===== src/rtl/btn_input_ctrl.sv =====
// btn_input_ctrl: synchronises, debounces and latches push-button/switch lines behind a 4-word I/O window.
// Define BTN_IRQ_EN to build the MASK register and the irq output; otherwise irq is tied low.
module btn_input_ctrl #(
    parameter int WIDTH    = 16,
    parameter int TICK_DIV = 100000,
    parameter int DB_COUNT = 4
) (
    input  logic             clk,
    input  logic             rst,
    input  logic [WIDTH-1:0] btn_raw,
    input  logic             io_we,
    input  logic [1:0]       io_addr,
    input  logic [31:0]      io_wdata,
    output logic [31:0]      io_rdata,
    output logic [WIDTH-1:0] btn_level,
    output logic             irq
);
    localparam int TW = (TICK_DIV > 1) ? $clog2(TICK_DIV) : 1;
    localparam int CW = (DB_COUNT > 0) ? $clog2(DB_COUNT + 1) : 1;
    localparam int PW = $clog2(WIDTH + 1);

    logic [WIDTH-1:0] sync1_reg;
    logic [WIDTH-1:0] sync2_reg;
    logic [TW-1:0]    div_reg;
    logic             tick;
    logic [WIDTH-1:0] stable_reg;
    logic [WIDTH-1:0] stable_next;
    logic [WIDTH-1:0] rise;
    logic [WIDTH-1:0] event_reg;
    logic [WIDTH-1:0] event_clr;
    logic [7:0]       press_cnt_reg;
    logic [PW-1:0]    rise_cnt;
    logic [8:0]       cnt_sum;
    logic [WIDTH-1:0] mask_rd;
    logic             wr_event;
    logic             wr_count;
    logic             unused_wdata;

    assign wr_event     = io_we && (io_addr == 2'd1);
    assign wr_count     = io_we && (io_addr == 2'd3);
    assign unused_wdata = ^io_wdata;

    always_ff @(posedge clk or negedge rst) begin
        if (!rst) begin
            sync1_reg <= '0;
            sync2_reg <= '0;
        end else begin
            sync1_reg <= btn_raw;
            sync2_reg <= sync1_reg;
        end
    end

    assign tick = (div_reg == TW'(TICK_DIV - 1));

    always_ff @(posedge clk or negedge rst) begin
        if (!rst) begin
            div_reg <= '0;
        end else if (tick) begin
            div_reg <= '0;
        end else begin
            div_reg <= div_reg + TW'(1);
        end
    end

    // A bit flips on the tick that would bring its disagreement run to DB_COUNT.
    for (genvar gi = 0; gi < WIDTH; gi++) begin : g_db
        logic [CW-1:0] cnt_reg;
        logic [CW-1:0] cnt_next;
        logic          flip;

        always_comb begin
            cnt_next = cnt_reg;
            flip     = 1'b0;
            if (tick) begin
                if (sync2_reg[gi] == stable_reg[gi]) begin
                    cnt_next = '0;
                end else if (cnt_reg == CW'(DB_COUNT - 1)) begin
                    cnt_next = '0;
                    flip     = 1'b1;
                end else begin
                    cnt_next = cnt_reg + CW'(1);
                end
            end
        end

        always_ff @(posedge clk or negedge rst) begin
            if (!rst) begin
                cnt_reg <= '0;
            end else begin
                cnt_reg <= cnt_next;
            end
        end

        assign stable_next[gi] = stable_reg[gi] ^ flip;
    end

    assign rise      = stable_next & ~stable_reg;
    assign event_clr = wr_event ? io_wdata[WIDTH-1:0] : '0;

    always_comb begin
        rise_cnt = '0;
        for (int i = 0; i < WIDTH; i++) begin
            rise_cnt = rise_cnt + PW'(rise[i]);
        end
    end

    assign cnt_sum = {1'b0, press_cnt_reg} + 9'(rise_cnt);

    // New rising edges are OR-ed in after the clear so a same-edge set survives W1C.
    always_ff @(posedge clk or negedge rst) begin
        if (!rst) begin
            stable_reg    <= '0;
            event_reg     <= '0;
            press_cnt_reg <= '0;
        end else begin
            stable_reg <= stable_next;
            event_reg  <= (event_reg & ~event_clr) | rise;
            if (wr_count) begin
                press_cnt_reg <= '0;
            end else if (cnt_sum > 9'd255) begin
                press_cnt_reg <= 8'hFF;
            end else begin
                press_cnt_reg <= cnt_sum[7:0];
            end
        end
    end

`ifdef BTN_IRQ_EN
    logic [WIDTH-1:0] mask_reg;
    logic             irq_reg;
    logic             wr_mask;

    assign wr_mask = io_we && (io_addr == 2'd2);

    always_ff @(posedge clk or negedge rst) begin
        if (!rst) begin
            mask_reg <= '0;
            irq_reg  <= 1'b0;
        end else begin
            if (wr_mask) begin
                mask_reg <= io_wdata[WIDTH-1:0];
            end
            irq_reg <= |(event_reg & mask_reg);
        end
    end

    assign mask_rd = mask_reg;
    assign irq     = irq_reg;
`else
    assign mask_rd = '0;
    assign irq     = 1'b0;
`endif

    always_comb begin
        io_rdata = '0;
        case (io_addr)
            2'd0:    io_rdata[WIDTH-1:0] = stable_reg;
            2'd1:    io_rdata[WIDTH-1:0] = event_reg;
            2'd2:    io_rdata[WIDTH-1:0] = mask_rd;
            default: io_rdata[7:0]       = press_cnt_reg;
        endcase
    end

    assign btn_level = stable_reg;

endmodule


===== config.mk =====
export PLATFORM = sky130hd
export DESIGN_NAME = btn_input_ctrl
export DESIGN_NICKNAME = d
export VERILOG_FILES = /design/src/rtl/btn_input_ctrl.sv
export SDC_FILE = /design/constraint.sdc
export NUM_CORES = 1
export LEC_CHECK = 0
export ABC_AREA = 1
export BUFFER_PORTS_ARGS = -buffer_cell sky130_fd_sc_hd__buf_2
export CAP_MARGIN = 20
export CORE_MARGIN = 10
export CORE_UTILIZATION = 55
export CTS_CLUSTER_SIZE = 25
export DETAILED_ROUTE_END_ITERATION = 12
export PLACE_DENSITY_LB_ADDON = 0.25
export SLEW_MARGIN = 20
export SYNTH_ARGS = -nofsm -noshare
export SYNTH_HDL_FRONTEND = slang
export SYNTH_SLANG_ARGS = --single-unit

===== constraint.sdc =====
create_clock -name clk -period 11.88 [get_ports clk]
set_clock_uncertainty 0.15 [all_clocks]
set_input_delay 1.188 -clock clk [delete_from_list [all_inputs] [get_ports clk]]
set_output_delay 1.188 -clock clk [all_outputs]
set_load 0.01 [all_outputs]

==> results of run 1 <==
layout by cell type (no fill, tap or decap), drive strengths merged, types with 17 or more instances in the layout:
cell type and instances:
inv 192, nand2 183, dfrtp 137, nor2 77
buf 70, o21ai 60, ha 41, nand3 31
clkbuf 20, nor3 19, conb 17
path summary, 6_finish.rpt:
path	end	slack, ns	depth (start not counted)	from
worst max-delay path	press_cnt_reg[5]	5.72	24	div_reg[0]
worst min-delay path	sync2_reg[11]	0.20	0	sync1_reg[11]
worst max register to register	press_cnt_reg[5]	5.72	24	div_reg[0]
worst min register to register	sync2_reg[11]	0.20	0	sync1_reg[11]
max in group asynchronous	g_db[13].cnt_reg[0]	9.67	2	rst
min in group asynchronous	g_db[3].cnt_reg[0]	0.58	1	rst
critical path: stages (launching register included):
cell                       delay, ns
sky130_fd_sc_hd__dfrtp_1        0.37
sky130_fd_sc_hd__ha_1           0.20
sky130_fd_sc_hd__nand2_2        0.09
sky130_fd_sc_hd__nor2_4         0.15
sky130_fd_sc_hd__inv_2          0.09
sky130_fd_sc_hd__nor2_4         0.10
sky130_fd_sc_hd__nand2_4        0.41
sky130_fd_sc_hd__nor3_2         0.28
sky130_fd_sc_hd__ha_1           0.19
sky130_fd_sc_hd__inv_1          0.08
sky130_fd_sc_hd__fa_1           0.53
sky130_fd_sc_hd__inv_1          0.05
sky130_fd_sc_hd__fa_1           0.51
sky130_fd_sc_hd__inv_1          0.05
sky130_fd_sc_hd__fa_1           0.47
sky130_fd_sc_hd__inv_1          0.05
sky130_fd_sc_hd__fa_1           0.50
sky130_fd_sc_hd__fa_1           0.50
sky130_fd_sc_hd__fa_1           0.47
sky130_fd_sc_hd__nand2_1        0.09
sky130_fd_sc_hd__nand2_1        0.09
sky130_fd_sc_hd__a21boi_1       0.36
sky130_fd_sc_hd__nand3_1        0.14
sky130_fd_sc_hd__nand2_1        0.09
sky130_fd_sc_hd__inv_1          0.04
cell families (layout without fill, tap and decap cells):
group | after synthesis | after routing | synth area share (%)
XOR/XNOR | 20 | 20 | 2.43
AO/OA/AOI/OAI | 82 | 82 | 6.27
other | 1 | 17 | 0.0520
adder cells (fa/ha/maj) | 53 | 53 | 10.4
AND/OR/NAND/NOR | 328 | 328 | 20.1
flip-flops | 137 | 137 | 47.5
buffers and inverters | 222 | 292 | 13.2
through the flow:
stage | hold WS [ns] | util, % | power, uW
after detailed placement | 0.186 | 59.9 | 523
after global routing | 0.202 | 64.8 | 1110
after floorplan | 0.181 | - | 505
after CTS | 0.199 | 64.8 | 1080
after global placement | 0.181 | 59.9 | 522
final | 0.197 | 64.8 | 1070
power groups by stage:
stage	combinational, uW	clock [uW]	sequential, uW
CTS	37.0	566	477
detailed placement	36.8	0	486
global placement	36.3	0	485
global route	41.6	587	478
finish	36.1	557	477
floorplan	20.1	0	485
metal layers:
layer	part of all wire, %	wire length [um]	track usage (%)
met5	0	0	0
met1	46	6810	21.7
met2	47	6930	27.3
met4	1.4	211	6.23
met3	5.2	765	4.86
final cells by class:
type / instances / area (um^2) / share of cell area [%]
sequential: 137 / 3430 / 41.6
multi-input combinational: 500 / 2900 / 35.1
inverter: 190 / 713 / 8.65
clock buffer: 20 / 467 / 5.66
timing repair buffer: 70 / 362 / 4.38
tap: 172 / 215 / 2.61
clock inverter: 12 / 165 / 2.00
==> results summary, run 1 <==
The flow ran to the end, and the final reports show no timing, DRC or antenna violations. The clock network fraction of design power is roughly 52%. just over 100 I/O pins were placed. The via count of the first global-routing pass is around 5400. The analysis attributes to net switching a power of between 200 and 250 uW. The max-slew violation count was 0.

The finished cells cover 8250 um^2. The number of buffers inserted for hold repair after clock tree synthesis is 0. The worst IR drop on VDD came out at ~0.00011 V. The commonest register cell after synthesis is sky130_fd_sc_hd__dfrtp_1. The worst setup path is launched from a register. Net switching is around 22% of the power. Counting tap cells, the placed design contains a total of around 1100 instances. Setup violations remaining at the end of the flow were counted as 0. For this run, design rule violations remaining after detail routing come to 0. The achievable clock frequency is between 150 and 200 MHz. The post-route netlist has ~14% of its cells at a drive strength greater than 1. The maximum number of pins on one net before global-route repair is 73. The port buffer count is 68.

The first global-routing pass estimated roughly 25000 um of wire. The ratio of routed vias to standard cells is between 4 and 5. Setup total negative slack on the finished layout was measured at 0 ns. The total of warnings raised by yosys came out at 0.

The async set-or-reset flop fraction in the synthesized netlist is 100%. The core region area came out at approximately 13000 um^2. In the post-synthesis netlist, the biggest area contributors are sky130_fd_sc_hd__dfrtp_1 47%, sky130_fd_sc_hd__inv_1 9.7%, sky130_fd_sc_hd__nand2_1 9.4%. The area share of the largest cell type after synthesis is 47.5%. The worst setup path is captured at a register. The first-iteration detailed-routing DRC count is ~320.

The global routing usage summed across all routing layers is 17.1%. The portion of total power attributed to sequential cells is between 40% and 50%. The antenna diode instance count came out at 0. The maximum level of the CTS H-tree is 4.

The leakage power figure came out at around 0.005 uW. Counting every sink on the clock net gives between 100 and 150. The routability congestion estimate from global placement is between 0.8 and 0.9. The flip-flop count of the largest register after layout is between 40 and 50.

By count the netlist is led by 187 x sky130_fd_sc_hd__inv_1, 180 x sky130_fd_sc_hd__nand2_1, 137 x sky130_fd_sc_hd__dfrtp_1, 71 x sky130_fd_sc_hd__nor2_1, 46 x sky130_fd_sc_hd__o21ai_1. The total internal power came out at 834 uW. The worst slew slack as a fraction of its limit is between 30% and 40%.

The wire length reported by the detailed router came out at around 15000 um. For this configuration, the core starts out at a cell density of between 50 and 60%. Setup repair after global routing left no endpoint under its margin.

The total of fill cells in the finished design came out at between 1000 and 1500. In this run the post-CTS setup repair buffer count came out at 0. The quantity of gates resized following cts is 0. The combinational fraction of design power came out at 3.4%.

The estimated wirelength of the detail-placed design is 10400 um. The share of the cycle needed by the critical path after routing is 51.9%. TritonCTS built the clock tree. The detail route stage leaves a number of antenna-violating nets equal to 0. The number of distinct library cells after synthesis came out at 35. The clock slew at the register clock pins of the worst setup and hold paths is ~0.06 ns.

The number of buffers on the longest clock path is 2. The TritonCTS buffer count is 17. The count of TritonRoute iterations in the first routing pass came out at 5.

The count of vias placed by the detailed router came out at ~5300. The average cell area after synthesis is around 8.6 um^2. Timing analysis after detailed placement gives a worst setup slack of 5.75 ns.

sky130_fd_sc_hd__inv_1 is the most common cell in the netlist. Compared with the post-synthesis result, the final layout area differs by 14.3%. The number of hold violations in the final report is 0. The peak fanout along the critical path came out at between 60 and 70. The required time of the critical path is around 12 ns. The gate count after technology mapping is between 800 and 900. The filler-free cell count of the finished design came out at about 1100. The synthesized design contains 0 enable-type register cells. The net count of the finished layout is between 1000 and 1500. The minimum period implied by the final worst setup slack is a little over 6 ns. For this run, the register share of the synthesized area comes to between 40% and 50%. The number of maximum-capacitance constraint violations is 0. The number of antenna violations at the first check in global routing is 0. The floorplan step set the die width to around 130 um. The type of the most critical hold path is reg -> reg. The total overflow left after global routing is 0. The largest total area in the synthesized netlist belongs to sky130_fd_sc_hd__dfrtp_1.

The die covers around 18000 um^2. The number of rows in the core area is 41. The cell area after technology mapping came out at slightly above 7000 um^2. The power density over the cells came out at approximately 130 nW/um^2.

The critical path data arrival time is 6.33 ns. The average detailed-routed wire length per instance is between 10 and 15 um. The tree is rooted in a sky130_fd_sc_hd__clkbuf_16. The clock latency of the later-clocked register in the worst-skew pair is between 0.4 and 0.5 ns. The post-place instance area is 7620 um^2.

At the pin with the least slew margin, the transition time is a little over 0.9 ns. After synthesis the netlist holds a flip-flop and latch count of between 100 and 150. From bottom edge to top edge, the die measures between 100 and 150 um. The slack of the critical path is between 5 and 6 ns. The critical path in this run is classified as reg -> reg.
Power figures use the tool's default switching activity.
==> inputs of run 2 (changes only) <==
CORE_UTILIZATION = 52   (was 55)
clock period = 5.35 ns   (was 11.88 ns; I/O delays follow)
==> run 2 against run 1 <==
Against the previous run: sequential cell count unchanged; cell area rose by 6.0%; combinational power grew 130%; hold slack got worse by 0.16 ns; wire length increased by 5.2%; setup slack worse by 5.6 ns; largest cell class unchanged; power up 120%; critical path depth grew 1; core utilization is 0.40 points higher; sequential power up 120%; critical path type unchanged; register-to-register slack got worse by 5.6 ns.
==> results summary, run 2 (synthesis gave the netlist of run 1 again) <==
The number of buffers on the longest clock path was 2 (unchanged). The clock network fraction of design power came to 52.3% (was 52.1%). The maximum level of the CTS H-tree came out at 4 (unchanged). The count of vias placed by the detailed router is 5500 (was 5347).

The final total negative setup slack is 0 ns (unchanged). The clock latency of the later-clocked register in the worst-skew pair came out at 0.42 ns (about the same). The height of the die came out at 138 um (was 135 um). The number of buffers inserted for hold repair after clock tree synthesis came out at 0 (unchanged). The wire length reported by the detailed router came out at 15500 um (was 14700 um). The average detailed-routed wire length per instance came to 13.4 um (about the same). Outcome: finished, final reports clean (unchanged). The portion of total power attributed to sequential cells was 44.3% (was 44.6%). The final-report setup violation count is 0 (unchanged). The number of maximum-capacitance constraint violations is 0 (unchanged). The flip-flop count of the largest register after layout is 48 (unchanged).

The final design utilization came to 65.2% (was 64.8%). The ratio of routed vias to standard cells is 4.77 (was 4.86). The TritonCTS buffer count came out at 17 (unchanged). The cell with the largest stage delay on the worst path is sky130_fd_sc_hd__fa_1 (unchanged). The area growth from synthesis to layout came out at 21.1% (was 14.3%). The number of top-level pins came out at 102 (unchanged). The maximum number of pins on one net before global-route repair is 91 (was 73). The post-layout net count is 1070 (was 1022). The number of routed nets with antenna violations is 0 (unchanged).

The area of the die is 19000 um^2 (was 18100 um^2). The clock slew at the register clock pins of the worst setup and hold paths is 0.05 ns (was 0.06 ns). Most frequent cells in the layout: 179 x sky130_fd_sc_hd__inv_1, 176 x sky130_fd_sc_hd__nand2_1, 137 x sky130_fd_sc_hd__dfrtp_1 (was 187 x sky130_fd_sc_hd__inv_1, 180 x sky130_fd_sc_hd__nand2_1, 137 x sky130_fd_sc_hd__dfrtp_1). The starting density of the core was 53.9% (was 56.7%). The post-place instance area came out at 7890 um^2 (was 7620 um^2). The type of origin of the critical path is a register (unchanged). The total internal power came out at 1900 uW (was 834 uW). The sort of element at the end of the critical path was a register (unchanged).

The final global-route overflow total is 0 (unchanged). The core region area came out at 13400 um^2 (was 12700 um^2). The switching power summed over all nets is 493 uW (was 237 uW). The filler-free cell count of the finished design is 1153 (was 1101). The overall power consumption was 2390 uW (was 1070 uW). The required time of the critical path is 5.51 ns (was 12.05 ns). The type of the most critical hold path is in -> async (was reg -> reg).

The antenna diode instance count was 0 (unchanged). The combinational fraction of design power came out at 3.4% (about the same). The count of TritonRoute iterations in the first routing pass is 5 (unchanged). The number of antenna violations at the first check in global routing is 0 (unchanged). The port buffer count is 68 (unchanged). The largest stage delay on the critical path came out at 0.53 ns (about the same). The achievable clock frequency was 189 MHz (was 162 MHz). The peak fanout along the critical path came to 5 (was 62).

The worst IR drop on VDD is 0.000207 V (was 0.000105 V). The worst slew slack as a fraction of its limit is 46.0% (was 39.2%). The power density over the cells is 274 nW/um^2 (was 130 nW/um^2). The clock sink count came out at 137 (unchanged).

The minimum period implied by the final worst setup slack is 5.28 ns (was 6.16 ns). RSZ-0062 raised after global routing: yes (was no). The die span in x is 138 um (was 135 um). The switching share of total power is 20.6% (was 22.1%). The master cell of the clock root buffer is sky130_fd_sc_hd__clkbuf_16 (unchanged). The via count of the first global-routing pass is 5338 (was 5351). The number of hold violations in the final report came out at 0 (unchanged).

The routability congestion estimate from global placement was 0.891 (was 0.853). The estimated wirelength of the detail-placed design came out at 10700 um (was 10400 um). The global routing usage summed across all routing layers came out at 17.0% (was 17.1%).

The commonest non-fill, non-tap cell in the layout was sky130_fd_sc_hd__inv_1 (unchanged). The number of placed instances with taps included is 1109 (was 1069). The leakage power figure came out at 0.00521 uW (was 0.00492 uW). The share of final-layout standard cells stronger than drive strength 1 was 20.8% (was 14.3%). The share of the cycle needed by the critical path after routing came to 98.7% (was 51.9%). The first-iteration detailed-routing DRC count is 313 (was 316).

The critical path data arrival time is 5.44 ns (was 6.33 ns). The max-slew violation count is 0 (unchanged). The first-pass GRT wire length is 25300 um (was 25000 um). The slew of the pin with the lowest slew margin is 0.810 ns (was 0.912 ns). The TritonCTS clock tree was done (unchanged).

The cell seen most often among critical-path stages is sky130_fd_sc_hd__fa_1 (unchanged). The final instance area is 8740 um^2 (was 8250 um^2). The number of rows in the core area is 42 (was 41).

The worst setup path category is reg -> reg (unchanged). The detailed-route DRC error count was 0 (unchanged).
[run 2: power groups by stage]
| stage | Clock (uW) | Sequential (uW) | Combinational (uW) |
|---|---|---|---|
| after floorplan | 0 | 1080 | 44.6 |
| after global placement | 0 | 1080 | 80.8 |
| after detailed placement | 0 | 1080 | 81.7 |
| after CTS | 1270 | 1060 | 82.2 |
| after global routing | 1320 | 1060 | 92.4 |
| final | 1250 | 1060 | 81.4 |
[run 2: per-stage QoR]
| step | setup slack (ns) | hold slack (ns) |
|---|---|---|
| floorplan | 0.0364 | 0.0894 |
| global placement | -0.0803 | 0.181 |
| detailed placement | -0.109 | 0.185 |
| CTS | 0.0211 | 0.0555 |
| global route | -0.152 | 0.0554 |
| finish | 0.0683 | 0.0358 |
[run 2: path summary, 6_finish.rpt]
kind,startpoint,endpoint,slack [ns],cells past startpoint
max,div_reg[0],press_cnt_reg[1],0.07,25
min,rst,g_db[6].cnt_reg[2],0.04,1
max reg2reg,div_reg[0],press_cnt_reg[1],0.07,25
min reg2reg,sync1_reg[13],sync2_reg[13],0.19,0
max in group asynchronous,rst,g_db[3].cnt_reg[2],3.85,2
min in group clk,btn_raw[14],sync1_reg[14],0.07,1
[run 2: critical path, delay by kind of cell, from the launching register on]
kind                     cells  cell delay [ns]
adder cells (fa/ha/maj)      8             3.10
AND/OR/NAND/NOR              9             0.84
buffers and inverters        7             0.60
flip-flops                   1             0.35
AO/OA/AOI/OAI                1             0.14
[run 2: final cells by class]
type                       count  area (um^2)
clock buffer                  24          492
fill                        1115         4660
inverter                     190          713
clock inverter                 8          140
sequential                   137         3430
timing repair buffer         116          731
tap                          176          220
multi-input combinational    502         3020
[run 2: metal layers]
metal | track usage (%) | share of wire (%) | vias to the layer above
li1 | - | - | 2782
met1 | 21.5 | 45 | 2562
met2 | 27.1 | 48 | 139
met3 | 5.28 | 6.1 | 17
met4 | 5.56 | 1.2 | 0
met5 | 0 | 0 | -
[run 2: what timing repair did]
item / CTS / global route
pin swaps: 2 / 19
gates resized for setup: 7 / 32
setup buffers: 3 / 7
endpoints found under the setup margin: 8 / 8
cloned: 2 / 0
